<file path="config.mk">
export PLATFORM = sky130hd
export DESIGN_NAME = dsp_mac_pipe_flat
export DESIGN_NICKNAME = d
export VERILOG_FILES = /design/src/rtl/dsp_pkg.sv /design/src/rtl/dsp_mac_pipe_if.sv /design/src/rtl/dsp_delay_line.sv /design/src/rtl/dsp_mac_pipe.sv /design/src/flat_wrapper.sv
export SDC_FILE = /design/constraint.sdc
export NUM_CORES = 2
export LEC_CHECK = 0
export ABC_CLOCK_PERIOD_IN_PS = 8500
export CAP_MARGIN = 20
export CORE_AREA = 2 2 456 232
export CTS_BUF_LIST = sky130_fd_sc_hd__clkbuf_4 sky130_fd_sc_hd__clkbuf_8
export DETAILED_ROUTE_END_ITERATION = 10
export DIE_AREA = 0 0 458 234
export REMOVE_ABC_BUFFERS = 1
export SYNTH_ARGS = -nofsm -noshare
export SYNTH_HDL_FRONTEND = slang
export SYNTH_SLANG_ARGS = --single-unit
export TNS_END_PERCENT = 1
</file>
<file path="constraint.sdc">
create_clock -name clk -period 8.5 [get_ports clk]
set_input_delay 2.55 -clock clk [delete_from_list [all_inputs] [get_ports clk]]
set_output_delay 2.55 -clock clk [all_outputs]
set_load 0.02 [all_outputs]
</file>
<file path="src/rtl/dsp_pkg.sv">
// Shared mode encodings and latency helper for the pipelined multiply-add/accumulate unit.
package dsp_pkg;

  localparam int unsigned MODE_W = 2;

  localparam logic [MODE_W-1:0] MODE_MUL  = 2'b00;
  localparam logic [MODE_W-1:0] MODE_MADD = 2'b01;
  localparam logic [MODE_W-1:0] MODE_MACC = 2'b10;
  localparam logic [MODE_W-1:0] MODE_MSUB = 2'b11;

  // Enabled cycles from input sample to out_valid.
  function automatic int unsigned latency(input int unsigned in_stages, input int unsigned mreg);
    return in_stages + mreg + 32'd1;
  endfunction

endpackage

</file>
<file path="src/rtl/dsp_mac_pipe_if.sv">
// Operation/result bus of dsp_mac_pipe: issue side (a/b/c/mode/tag) and result side (p/out_tag).
interface dsp_mac_pipe_if #(
  parameter int unsigned A_W   = 25,
  parameter int unsigned B_W   = 18,
  parameter int unsigned P_W   = 48,
  parameter int unsigned TAG_W = 4
);
  import dsp_pkg::*;

  logic              in_valid;
  logic [MODE_W-1:0] mode;
  logic [TAG_W-1:0]  tag;
  logic [A_W-1:0]    a;
  logic [B_W-1:0]    b;
  logic [P_W-1:0]    c;
  logic              out_valid;
  logic [TAG_W-1:0]  out_tag;
  logic [P_W-1:0]    p;

  modport master (
    output in_valid, mode, tag, a, b, c,
    input  out_valid, out_tag, p
  );

  modport slave (
    input  in_valid, mode, tag, a, b, c,
    output out_valid, out_tag, p
  );

endinterface

</file>
<file path="src/rtl/dsp_delay_line.sv">
// Clock-enabled register chain of DEPTH stages; DEPTH=0 is a plain wire.
module dsp_delay_line #(
  parameter int unsigned WIDTH = 1,
  parameter int unsigned DEPTH = 1
) (
  input  logic             clk,
  input  logic             rst,
  input  logic             ce,
  input  logic [WIDTH-1:0] d,
  output logic [WIDTH-1:0] q
);

  if (DEPTH == 0) begin : g_wire
    logic unused_ctrl;
    assign unused_ctrl = ^{clk, rst, ce};
    assign q = d;
  end else begin : g_regs
    logic [WIDTH-1:0] stage_q [DEPTH];

    always_ff @(posedge clk or negedge rst) begin
      if (!rst) begin
        for (int unsigned i = 0; i < DEPTH; i++) stage_q[i] <= '0;
      end else if (ce) begin
        stage_q[0] <= d;
        for (int unsigned i = 1; i < DEPTH; i++) stage_q[i] <= stage_q[i-1];
      end
    end

    assign q = stage_q[DEPTH-1];
  end

endmodule

</file>
<file path="src/rtl/dsp_mac_pipe.sv">
// Pipelined signed multiply-add/accumulate: input stages, optional product register,
// final P stage doing MUL/MADD/MACC/MSUB with c and control delayed to line up with the product.
module dsp_mac_pipe
  import dsp_pkg::*;
#(
  parameter int unsigned A_W       = 25,
  parameter int unsigned B_W       = 18,
  parameter int unsigned P_W       = 48,
  parameter int unsigned IN_STAGES = 2,
  parameter int unsigned MREG      = 1,
  parameter int unsigned TAG_W     = 4
) (
  input  logic          clk,
  input  logic          rst,
  input  logic          ce,
  dsp_mac_pipe_if.slave bus
);

  localparam int unsigned M_W    = A_W + B_W;
  localparam int unsigned C_DLY  = IN_STAGES + MREG;
  localparam int unsigned CTRL_W = 1 + MODE_W + TAG_W;

  if (A_W < 2 || B_W < 2 || TAG_W < 1 || P_W < M_W || IN_STAGES > 2 || MREG > 1) begin : g_param_check
    $fatal(1, "dsp_mac_pipe: parameter out of range");
  end

  logic [A_W-1:0]    a_d;
  logic [B_W-1:0]    b_d;
  logic [M_W-1:0]    prod_c;
  logic [M_W-1:0]    prod_d;
  logic [P_W-1:0]    c_d;
  logic [CTRL_W-1:0] ctrl_d;
  logic              valid_d;
  logic [MODE_W-1:0] mode_d;
  logic [TAG_W-1:0]  tag_d;
  logic [P_W-1:0]    prod_ext;
  logic [P_W-1:0]    p_next_c;

  logic              out_valid_q;
  logic [TAG_W-1:0]  out_tag_q;
  logic [P_W-1:0]    p_q;

  dsp_delay_line #(.WIDTH(M_W), .DEPTH(IN_STAGES)) u_ab_dly (
    .clk (clk),
    .rst (rst),
    .ce  (ce),
    .d   ({bus.a, bus.b}),
    .q   ({a_d, b_d})
  );

  // Full-precision signed product before the optional M register.
  assign prod_c = M_W'($signed(a_d)) * M_W'($signed(b_d));

  dsp_delay_line #(.WIDTH(M_W), .DEPTH(MREG)) u_m_reg (
    .clk (clk),
    .rst (rst),
    .ce  (ce),
    .d   (prod_c),
    .q   (prod_d)
  );

  // c, valid, mode and tag ride alongside a/b through the input and M stages.
  dsp_delay_line #(.WIDTH(P_W), .DEPTH(C_DLY)) u_c_dly (
    .clk (clk),
    .rst (rst),
    .ce  (ce),
    .d   (bus.c),
    .q   (c_d)
  );

  dsp_delay_line #(.WIDTH(CTRL_W), .DEPTH(C_DLY)) u_ctrl_dly (
    .clk (clk),
    .rst (rst),
    .ce  (ce),
    .d   ({bus.in_valid, bus.mode, bus.tag}),
    .q   (ctrl_d)
  );

  assign {valid_d, mode_d, tag_d} = ctrl_d;
  assign prod_ext = P_W'($signed(prod_d));

  // Final adder; MACC feeds back the result register itself, so chained MACCs see no hazard.
  always_comb begin
    p_next_c = prod_ext;
    case (mode_d)
      MODE_MUL:  p_next_c = prod_ext;
      MODE_MADD: p_next_c = c_d + prod_ext;
      MODE_MACC: p_next_c = p_q + prod_ext;
      MODE_MSUB: p_next_c = c_d - prod_ext;
      default:   p_next_c = prod_ext;
    endcase
  end

  always_ff @(posedge clk or negedge rst) begin
    if (!rst) begin
      out_valid_q <= 1'b0;
      out_tag_q   <= '0;
      p_q         <= '0;
    end else if (ce) begin
      out_valid_q <= valid_d;
      if (valid_d) begin
        p_q       <= p_next_c;
        out_tag_q <= tag_d;
      end
    end
  end

  assign bus.out_valid = out_valid_q;
  assign bus.out_tag   = out_tag_q;
  assign bus.p         = p_q;

endmodule

</file>
<file path="src/flat_wrapper.sv">
// flat-port wrapper written by rule: the top's interface ports become plain ports
module dsp_mac_pipe_flat import dsp_pkg::*;
#(
  parameter int unsigned A_W       = 25,
  parameter int unsigned B_W       = 18,
  parameter int unsigned P_W       = 48,
  parameter int unsigned IN_STAGES = 2,
  parameter int unsigned MREG      = 1,
  parameter int unsigned TAG_W     = 4
)
  (clk, rst, ce, bus_in_valid, bus_mode, bus_tag, bus_a, bus_b, bus_c, bus_out_valid, bus_out_tag, bus_p);
  dsp_mac_pipe_if #(.A_W(A_W), .B_W(B_W), .P_W(P_W), .TAG_W(TAG_W)) bus_i ();
  input  logic clk;
  input  logic rst;
  input  logic ce;
  input wire logic [$bits(bus_i.in_valid)-1:0] bus_in_valid;
  input wire logic [$bits(bus_i.mode)-1:0] bus_mode;
  input wire logic [$bits(bus_i.tag)-1:0] bus_tag;
  input wire logic [$bits(bus_i.a)-1:0] bus_a;
  input wire logic [$bits(bus_i.b)-1:0] bus_b;
  input wire logic [$bits(bus_i.c)-1:0] bus_c;
  output wire logic [$bits(bus_i.out_valid)-1:0] bus_out_valid;
  output wire logic [$bits(bus_i.out_tag)-1:0] bus_out_tag;
  output wire logic [$bits(bus_i.p)-1:0] bus_p;
  assign bus_i.in_valid = bus_in_valid;
  assign bus_i.mode = bus_mode;
  assign bus_i.tag = bus_tag;
  assign bus_i.a = bus_a;
  assign bus_i.b = bus_b;
  assign bus_i.c = bus_c;
  assign bus_out_valid = bus_i.out_valid;
  assign bus_out_tag = bus_i.out_tag;
  assign bus_p = bus_i.p;
  dsp_mac_pipe #(.A_W(A_W), .B_W(B_W), .P_W(P_W), .IN_STAGES(IN_STAGES), .MREG(MREG), .TAG_W(TAG_W)) u_core (.clk(clk), .rst(rst), .ce(ce), .bus(bus_i));
endmodule
</file>
==> results.json <==
{
  "drt_wl_total_mm": 95.68,
  "grt_pass1_wl_mm": 153.5,
  "clock_path_buffers": 3,
  "yosys_register_bits": 347,
  "synthCells": 3705,
  "routedWlPerCell_um": 18.48,
  "final_max_slew_viol_count": 0,
  "drv_cap": 0,
  "cts_tree": "built",
  "cp_data_required_time_ns": 9.06,
  "hold_violations": 0,
  "rows": 84,
  "dp_hpwl_mm": 76.14,
  "worstSetupEndpointType": "flop",
  "portBuffers": 153,
  "synth-edff-count": 0,
  "first_global_vias": 26320,
  "gp_congestion": 0.9168,
  "cts_max_level": 2,
  "synth_area_per_cell_um2": 9.668,
  "placedCellCount": 5081,
  "fmax_ghz": 0.1335,
  "core_area_um2": 103600,
  "drc": 0,
  "antenna_found_initial": 0,
  "cp_num_buf_inv": 5,
  "ctsHoldBuffers": 0,
  "area_growth_pct": 11.38,
  "path_delay_family": "adder cells",
  "cts_buffers": 53,
  "dieArea_um2": 107200,
  "final_nets": 4507,
  "yosysUniqueCellTypes": 87,
  "track_usage_pct": 18.18,
  "hp-class": "reg -> reg",
  "fin_skew_ns": 0.04670,
  "cts_setup_buffers": 0,
  "setup_violations": 0,
  "period_share_pct": 88.11,
  "yosysWarnings": 0,
  "finalSetupTns_ns": 0,
  "numClockSinks": 347,
  "rsz0062_at_grt": "false",
  "path_class": "reg -> reg",
  "clk_latency_ns": 0.71,
  "cp_common_cell": "fa_1",
  "startpoint_type": "flop",
  "critPathSlowestCell": "dfrtp_1",
  "clockRootBuffer": "clkbuf_8",
  "vias_per_cell": 5.094,
  "ios": 154,
  "final_cells": 5179,
  "clkTransAtPathRegs_ns": 0.06,
  "place_ws_ns": 1.155,
  "drt-pass1-iter-count": 5,
  "drtAntennaViolNets": 0,
  "syn_area_um2": 35820,
  "path_cells": "nand2_1 -> fa_1 -> inv_1 -> fa_1 -> inv_1 -> fa_1 -> inv_1 -> fa_1 -> fa_1 -> inv_1 -> fa_1 -> inv_1 -> ha_1 -> a21o_1 -> a21o_1 -> a21oi_1 -> o21ai_0 -> and2_1 -> o41ai_1 -> a21oi_1 -> a21oi_1 -> mux2i_1 -> a211o_1",
  "seq_area_frac_synth_pct": 24.24,
  "relSlewSlack_pct": 29.52,
  "fp.dieH_um": 234,
  "finalCriticalPeriod_ns": 7.490,
  "async_reset_ff_share_pct": 100.0,
  "worst_pin_slew_ns": 1.057,
  "grt_max_degree": 152,
  "cpPeakStageDelay_ns": 1.04,
  "initial_core_util_pct": 34.57,
  "first_iter_violations": 2335,
  "die_x_um": 458,
  "drive_above_1_share_pct": 11.89,
  "synth_ff_type": "dfrtp_1",
  "worstPathMaxFanout": 26,
  "cts-resized-gates": 0,
  "num_vias": 26380,
  "postLayoutSetupSlackWorst_ns": 1.010,
  "status": "finished clean",
  "overflow": 0,
  "critical_path_arrival_ns": 8.05
}
==> cell families after synthesis <==
logic type                 after synthesis  synth area share [%]
muxes                                  289                 9.036
adders and majority gates              645                 31.81
DFF                                    347                 24.24
xor gates and xnor gates               156                 3.835
buffers and inverters                  743                 7.807
AOI/OAI and AO/OA                      588                 10.69
and+or+nand+nor                        937                 12.58
==> synthesized netlist by cell type (35+ instances only) <==
cell	number	area, um^2
inv_1	549	2061
nand2_1	448	1682
fa_1	443	8869
dfrtp_1	347	8683
mux2_2	275	3097
ha_1	202	2527
a21oi_1	178	890.9
and2_1	173	1082
clkbuf_1	173	649.4
nor2_1	129	484.2
o21ai_0	120	600.6
xnor2_1	93	814.5
a21o_1	70	525.5
xor2_1	62	543.0
nand3_1	35	175.2
==> cell usage in the layout, fill, tap and decap left out, types with 12 or more instances in the layout <==
| master | n |
|---|---|
| mux2_2 | 275 |
| ha_1 | 202 |
| inv_1 | 549 |
| nand3_1 | 35 |
| nand2_1 | 447 |
| buf_4 | 38 |
| or3_1 | 12 |
| nand4_1 | 18 |
| mux2i_1 | 14 |
| o211ai_1 | 18 |
| clkbuf_8 | 63 |
| o21a_1 | 15 |
| dfrtp_1 | 346 |
| a31oi_1 | 19 |
| a211oi_1 | 27 |
| xnor2_1 | 93 |
| and2_1 | 172 |
| xor2_1 | 62 |
| clkdlybuf4s50_1 | 151 |
| o21ai_0 | 120 |
| o21bai_1 | 22 |
| clkbuf_4 | 17 |
| nand2b_1 | 20 |
| a21o_1 | 70 |
| a21oi_1 | 178 |
| o31ai_1 | 20 |
| nor3_1 | 27 |
| nor2_1 | 129 |
| fa_1 | 443 |
==> worst paths after layout <==
| kind | startpoint | to | slack, ns | cells past startpoint |
|---|---|---|---|---|
| worst max-delay path | u_core.u_ab_dly.q[5] | u_core.u_m_reg.q[41] | 1.01 | 23 |
| worst min-delay path | u_core.u_ctrl_dly.q[3] | u_core.bus.out_tag[3] | 0.47 | 2 |
| worst max register to register | u_core.u_ab_dly.q[5] | u_core.u_m_reg.q[41] | 1.01 | 23 |
| worst min register to register | u_core.u_ctrl_dly.q[3] | u_core.bus.out_tag[3] | 0.47 | 2 |
| max in group asynchronous | rst | u_core.u_ctrl_dly.q[4] | 5.32 | 2 |
| min in group asynchronous | rst | u_core.bus.p[4] | 1.86 | 1 |
==> worst min-delay path, stage by stage, from the launching register on <==
cell and delay [ns]:
dfrtp_1 0.34, nand2_1 0.05, nand2_1 0.05
==> layout make-up <==
class                           count  area [um^2]
Antenna cell                        1        2.502
Clock buffer                       80        994.7
Fill cell                       10440        63730
Multi-Input combinational cell   2615        24340
Timing Repair Buffer              195         1914
Clock inverter                     16        173.9
Tap cell                         1376         1722
Inverter                          549         2061
Sequential cell                   347         8685
==> sequential cells by signal, indices dropped and copies added, names as in the netlist <==
name,flops
u_core.u_c_dly.g_regs.stage_q,96
u_core.bus.p,48
u_core.u_c_dly.q,48
u_core.u_ab_dly.g_regs.stage_q,43
u_core.u_ab_dly.q,43
u_core.u_m_reg.q,43
u_core.u_ctrl_dly.g_regs.stage_q,14
u_core.u_ctrl_dly.q,7
u_core.bus.out_tag,4
u_core.bus.out_valid,1
==> per-stage QoR <==
| stage | instance area [um^2] | hold slack (ns) | util [%] |
|---|---|---|---|
| 2_1_floorplan | 35080 | 0.4348 | - |
| 3_3_place_gp | 38700 | 0.4518 | 37.34 |
| 3_5_place_dp | 38700 | 0.4585 | 37.34 |
| 4_1_cts | 39870 | 0.4739 | 38.47 |
| 5_1_grt | 39890 | 0.4912 | 38.50 |
| 6_report | 39900 | 0.4664 | 38.50 |
==> metal layers <==
metal  track usage [%]  vias to the layer above  wire length, um
li1                  -                    12160                -
met1             29.52                    13340            49470
met2             24.76                      806            37480
met3             3.678                       73             7664
met4             2.455                        0             1067
met5                 0                        -                0
Power is left out: the tool's default activity adds up to more than one toggle a clock period on the data nets, which glitch-free logic cannot reach.
